## src/rtl/batch_tid_dispatcher.sv

```systemverilog
// batch_tid_dispatcher
//
// Issues thread IDs LANES at a time over a valid/ready handshake. Each lane
// also carries the thread's (x,y,z) coordinates inside the launch grid. The
// coordinates come from a chain of carry incrementers, so no divide or
// modulo hardware is needed.
//
// Ports:
//   clk           clock; all logic on posedge
//   rst           synchronous active-high reset
//   start         launch pulse, honoured only in IDLE
//   clr           synchronous abort/clear from any state (beats start/handshake)
//   max_tid       last thread ID (inclusive), latched at start
//   ntid_x/y/z    grid dimensions minus one, latched at start
//   out_valid     batch valid (high in RUN)
//   out_ready     consumer accepts the presented batch
//   out_lane_mask bit i set when lane i carries a real thread
//   out_tid       lane i flat tid at [i*TIDW +: TIDW]
//   out_tid_x/y/z lane i coordinates, same packing as out_tid
//   busy          state is RUN
//   done          state is DONE
module batch_tid_dispatcher #(
  parameter int TOTAL_TID = 512,
  parameter int LANES     = 4,
  localparam int TIDW     = $clog2(TOTAL_TID)
) (
  input  logic                   clk,
  input  logic                   rst,
  input  logic                   start,
  input  logic                   clr,
  input  logic [TIDW-1:0]        max_tid,
  input  logic [TIDW-1:0]        ntid_x,
  input  logic [TIDW-1:0]        ntid_y,
  input  logic [TIDW-1:0]        ntid_z,
  output logic                   out_valid,
  input  logic                   out_ready,
  output logic [LANES-1:0]       out_lane_mask,
  output logic [LANES*TIDW-1:0]  out_tid,
  output logic [LANES*TIDW-1:0]  out_tid_x,
  output logic [LANES*TIDW-1:0]  out_tid_y,
  output logic [LANES*TIDW-1:0]  out_tid_z,
  output logic                   busy,
  output logic                   done
);

  // Wide enough for base + LANES without overflow, even when max_tid is
  // all ones and LANES is large.
  localparam int SW = TIDW + $clog2(LANES + 1) + 1;

  typedef enum logic [1:0] {
    IDLE = 2'd0,
    RUN  = 2'd1,
    DONE = 2'd2
  } state_t;

  state_t            state;
  logic [TIDW:0]     base;
  logic [TIDW-1:0]   base_x;
  logic [TIDW-1:0]   base_y;
  logic [TIDW-1:0]   base_z;
  logic [TIDW-1:0]   cfg_max;
  logic [TIDW-1:0]   cfg_nx;
  logic [TIDW-1:0]   cfg_ny;
  logic [TIDW-1:0]   cfg_nz;

  logic [TIDW-1:0]   lane_x [LANES];
  logic [TIDW-1:0]   lane_y [LANES];
  logic [TIDW-1:0]   lane_z [LANES];
  logic [TIDW-1:0]   next_base_x;
  logic [TIDW-1:0]   next_base_y;
  logic [TIDW-1:0]   next_base_z;

  logic              handshake;
  logic              last_batch;

  // One step of the grid walk: x counts up to nx, then wraps and carries
  // into y, which wraps into z, which wraps to zero. Returns {z, y, x}.
  function automatic logic [3*TIDW-1:0] coord_inc(
    input logic [TIDW-1:0] x,
    input logic [TIDW-1:0] y,
    input logic [TIDW-1:0] z,
    input logic [TIDW-1:0] nx,
    input logic [TIDW-1:0] ny,
    input logic [TIDW-1:0] nz
  );
    logic [TIDW-1:0] rx;
    logic [TIDW-1:0] ry;
    logic [TIDW-1:0] rz;
    rx = x;
    ry = y;
    rz = z;
    if (x == nx) begin
      rx = '0;
      if (y == ny) begin
        ry = '0;
        rz = (z == nz) ? '0 : z + 1'b1;
      end else begin
        ry = y + 1'b1;
      end
    end else begin
      rx = x + 1'b1;
    end
    return {rz, ry, rx};
  endfunction

  assign handshake  = out_valid & out_ready;
  assign last_batch = (SW'(base) + SW'(LANES)) > SW'(cfg_max);

  // Coordinate chain: lane 0 starts at the base coordinates and each later
  // lane is one increment past its neighbour. One more increment past the
  // last lane gives the base coordinates of the following batch.
  always_comb begin
    logic [TIDW-1:0] cx;
    logic [TIDW-1:0] cy;
    logic [TIDW-1:0] cz;
    cx = base_x;
    cy = base_y;
    cz = base_z;
    for (int i = 0; i < LANES; i++) begin
      lane_x[i] = cx;
      lane_y[i] = cy;
      lane_z[i] = cz;
      {cz, cy, cx} = coord_inc(cx, cy, cz, cfg_nx, cfg_ny, cfg_nz);
    end
    next_base_x = cx;
    next_base_y = cy;
    next_base_z = cz;
  end

  // Lane outputs depend only on registered state, so they hold steady
  // while the consumer stalls. Lanes past max_tid, and every lane outside
  // RUN, read as zero.
  always_comb begin
    logic [SW-1:0] lane_sum;
    out_lane_mask = '0;
    out_tid       = '0;
    out_tid_x     = '0;
    out_tid_y     = '0;
    out_tid_z     = '0;
    lane_sum      = '0;
    for (int i = 0; i < LANES; i++) begin
      lane_sum = SW'(base) + SW'(i);
      if ((state == RUN) && (lane_sum <= SW'(cfg_max))) begin
        out_lane_mask[i]            = 1'b1;
        out_tid[i*TIDW +: TIDW]     = lane_sum[TIDW-1:0];
        out_tid_x[i*TIDW +: TIDW]   = lane_x[i];
        out_tid_y[i*TIDW +: TIDW]   = lane_y[i];
        out_tid_z[i*TIDW +: TIDW]   = lane_z[i];
      end
    end
  end

  // Control FSM with registered status outputs. clr overrides every other
  // event, including a start or a handshake in the same cycle. On the final
  // handshake, base is left where it is because nothing reads it in DONE.
  always_ff @(posedge clk) begin
    if (rst || clr) begin
      state     <= IDLE;
      base      <= '0;
      base_x    <= '0;
      base_y    <= '0;
      base_z    <= '0;
      cfg_max   <= '0;
      cfg_nx    <= '0;
      cfg_ny    <= '0;
      cfg_nz    <= '0;
      out_valid <= 1'b0;
      busy      <= 1'b0;
      done      <= 1'b0;
    end else begin
      case (state)
        IDLE: begin
          if (start) begin
            cfg_max   <= max_tid;
            cfg_nx    <= ntid_x;
            cfg_ny    <= ntid_y;
            cfg_nz    <= ntid_z;
            base      <= '0;
            base_x    <= '0;
            base_y    <= '0;
            base_z    <= '0;
            state     <= RUN;
            out_valid <= 1'b1;
            busy      <= 1'b1;
          end
        end
        RUN: begin
          if (handshake) begin
            if (last_batch) begin
              state     <= DONE;
              out_valid <= 1'b0;
              busy      <= 1'b0;
              done      <= 1'b1;
            end else begin
              base   <= base + (TIDW + 1)'(LANES);
              base_x <= next_base_x;
              base_y <= next_base_y;
              base_z <= next_base_z;
            end
          end
        end
        DONE: begin
          done <= 1'b1;
        end
        default: begin
          state     <= IDLE;
          out_valid <= 1'b0;
          busy      <= 1'b0;
          done      <= 1'b0;
        end
      endcase
    end
  end

endmodule

```

## config.mk

```make
export PLATFORM = sky130hd
export DESIGN_NAME = batch_tid_dispatcher
export DESIGN_NICKNAME = d
export VERILOG_FILES = /design/src/rtl/batch_tid_dispatcher.sv
export SDC_FILE = /design/constraint.sdc
export NUM_CORES = 1
export LEC_CHECK = 0
export BUFFER_PORTS_ARGS = -buffer_cell sky130_fd_sc_hd__buf_2
export CAP_MARGIN = 15
export CORE_MARGIN = 3
export CORE_UTILIZATION = 50
export DETAILED_ROUTE_END_ITERATION = 6
export PLACE_DENSITY = 0.73
export SYNTH_ARGS = -nofsm -noshare
export SYNTH_HDL_FRONTEND = slang
export SYNTH_SLANG_ARGS = --single-unit
```

## constraint.sdc

```tcl
create_clock -name clk -period 6.5 [get_ports clk]
set_input_delay 0.65 -clock clk [delete_from_list [all_inputs] [get_ports clk]]
set_output_delay 0.65 -clock clk [all_outputs]
set_load 0.005 [all_outputs]
```

==> impl_metrics.tcl <==
set metrics [dict create \
    grt.total_usage 0.3881 \
    finalWirelength_um 48960 \
    numCtsBuffers 9 \
    drc 0 \
    powerDensity_nw_per_um2 156.7 \
    fin_crit_sh 0.9756 \
    outcome "completed" \
    timing.rr.start "base_x[7]" \
    power_leakage_nw 5.680 \
    hp-class "reg2reg" \
    layout_setup_ws_ps 158.7 \
    initial_core_util 0.5119 \
    drive_above_1_share 0.2508 \
    final_cell_mix "nor2_1 (208), buf_2 (187), nand2_1 (180), buf_4 (163), a21oi_1 (90)" \
    holdWs_ps 454.8 \
    synth_fa_ha_area_frac 0.04564 \
    peakVddDrop_mv 0.1134 \
    postSynthCellCount 1638 \
    ctsHtreeMaxLevel 3 \
    die_height_um 155.9 \
    end_kind "primary output" \
    slew_headroom 0.3525 \
    grt_pass1_wl_um 74890 \
    crit_arrival_ps 5690 \
    hpwl_um 37790 \
    core_area_sq_um 21960 \
    tightest_slew_ps 958.7 \
    post-place-ws_ps -77.81 \
    final_common_cell "nor2_1" \
    row_count 54 \
    die_area_sq_um 24320 \
    r2r_cells 25 \
    slowest_delay_ps 530 \
    ys_types 116 \
    holdPathStages 2 \
    synth_edf_count 0 \
    vias_per_cell 6.543 \
    path_class "reg2out" \
    layout.cells.non_filler 2146 \
    nets 1943 \
    synthToLayoutAreaGrowth_pct 19.46 \
    synth_xor_xnor_area_share 0.08337 \
    synthMuxAreaShare 0.01703 \
    ant_nets 0 \
    setup_viol 0 \
    place_congestion 1.065 \
    drtIter0Drc 1687 \
    boundaryPins 192 \
    clk_pin_slew_ps 70 \
    netlist_area_sq_um 11240 \
    clk_latency_ps 360 \
    crit_required_ps 5850 \
    yosys_warnings 0 \
    async_reset_ff_frac 0 \
    io_buffers 187 \
    syn_avg_cell_area_sq_um 6.863 \
    fin_crit_ps 6341 \
    fmax_mhz 157.7 \
    critPathLaunch "base_y[1]" \
    clock_skew_ps 15.29 \
    n_antenna_cell 0 \
    grt_overflow 0 \
    hp-start "cfg_max[2]" \
    nFillCells 2166 \
    root_buffer "clkbuf_16" \
    hold_viol_final 0 \
    synth-compound-area-share 0.2664 \
    crit_fanout 12 \
    cts.sinks 74 \
    antenna_found_initial 0 \
    drv_cap 0 \
    grt_pass1_vias 13050 \
    cts.path.max_buffers 2 \
    grt_max_degree 73 \
    dp.cells 2124 \
    synth-simple-area-share 0.3659 \
    synth-seq-cells 74 \
    slew_violations 0 \
    tritoncts "done" \
    crit_path_cell_trace "xor2_1 > nor4_2 > and3b_2 > nor2_2 > a21oi_1 > inv_1 > ha_1 > inv_1 > a2111oi_0 > buf_4 > a21boi_1 > buf_4 > o21ai_0 > a21boi_0 > o32ai_1 > buf_4 > nand4_4 > nor4_2 > xor2_2 > buf_4 > or2_2 > nor2_1 > buf_2" \
    ys.flop_type "dfxtp_1" \
    cpMaxStageDelayCell "a21oi_1" \
    worst_setup_path_start_kind "flop" \
    critical_path.most_common_cell "buf_4" \
    seq_area_frac_synth 0.1318 \
    drt_pre_antenna_iters 6 \
    wire_per_inst_um 22.81 \
    via_count 14040 \
    die_x_um 155.9 \
    synth_top_family_by_area "simple AND/OR/NAND/NOR gates" \
]
==> where the power goes <==
part | internal, W | switching (W)
clock network | 0.000265 | 0.000256
logic | 0.000401 | 0.000709
registers | 0.000462 | 0.0000110
total | 0.00113 | 0.000976
==> area by class of cell <==
cell class | count | area, sq um | share of cell area
multi-input cells | 1356 | 8842 | 0.6585
repair buffers | 353 | 2215 | 0.1649
flip-flops and latches | 74 | 1485 | 0.1106
well taps | 280 | 350.3 | 0.02609
inverters | 67 | 251.5 | 0.01873
clock buffers | 9 | 225.2 | 0.01677
clock inverters | 7 | 58.81 | 0.004379
==> final timing paths <==
kind | to | slack, ps
max | out_tid_z[33] | 160
min | cfg_max[2] | 450
max reg2reg | base_z[4] | 240
min reg2reg | cfg_max[2] | 450
==> registers in the layout, summed over array words and instances, names as in the netlist <==
signal,cells
base_z,9
cfg_nz,9
base_y,9
cfg_max,9
cfg_ny,9
state,2
cfg_nx,9
done,1
base,8
base_x,9
==> synth_stat cells, drive strengths merged (10+ instances only) <==
cell / instances / area, sq um
nor2: 213 / 819.5
nand2: 184 / 700.7
a21oi: 90 / 450.4
dfxtp: 74 / 1481
buf: 73 / 489.2
clkbuf: 71 / 266.5
inv: 67 / 251.5
and2: 60 / 375.4
nor3: 60 / 331.6
xnor2: 59 / 546.8
o21ai: 58 / 290.3
nand3: 57 / 310.3
a22oi: 41 / 312.8
ha: 41 / 513.0
nand4: 38 / 265.3
nor4: 37 / 286.5
xor2: 34 / 320.3
and3: 29 / 181.4
a31oi: 21 / 152.6
nand2b: 19 / 118.9
o22ai: 18 / 118.9
a21o: 16 / 120.1
or3: 16 / 100.1
or2: 15 / 93.84
a211oi: 14 / 115.1
or4: 13 / 101.4
mux2i: 12 / 123.9
o211ai: 12 / 95.09
and4: 11 / 96.34
nor2b: 11 / 68.82
a221oi: 10 / 123.9
==> stage by stage <==
step,instance area (sq um),TNS [ps],utilization,power (W)
after floorplan,11250,0,-,0.001155
after global placement,13020,-226.6,0.5928,0.001526
after detailed placement,13020,-141.9,0.5928,0.001528
after CTS,13310,0,0.6059,0.002042
after global routing,13430,-3.888,0.6115,0.002185
final,13430,0,0.6115,0.002104
==> layer usage <==
| metal | up-vias | track usage | wire length, um |
|---|---|---|---|
| met1 | 6547 | 0.5408 | 20420 |
| li1 | 6389 | - | - |
| met4 | 0 | 0.1396 | 1823 |
| met3 | 147 | 0.07351 | 5649 |
| met5 | - | 0 | 0 |
| met2 | 958 | 0.5981 | 21070 |
==> logic make-up after synthesis <==
group                    count (synthesis)
AND/OR/NAND/NOR                        792
AO/OA/AOI/OAI                          405
buffers and inverters                  211
XOR/XNOR                                96
flip-flops                              74
adder cells (fa/ha/maj)                 41
multiplexers                            18
other                                    1
==> worst max-delay path, delay by kind of cell, from the launching register on <==
| family | cells | cell delay [ps] |
|---|---|---|
| simple gates | 7 | 1750 |
| flops | 1 | 510 |
| xor+xnor | 2 | 300 |
| fa+ha+maj | 1 | 240 |
| buf+inv | 7 | 1170 |
| compound gates | 6 | 1360 |
==> what timing repair did <==
| action | in CTS | in global routing |
|---|---|---|
| hold buffers | 0 | 0 |
| pin swaps | 0 | 1 |
| endpoints found under the setup margin | 6 | 30 |
| gates resized for setup | 1 | 19 |
| cloned | 0 | 0 |
| hold endpoints to repair | 0 | 0 |
| buffers inserted | 0 | 5 |
Note: power is estimated with default switching activity, not from simulation.
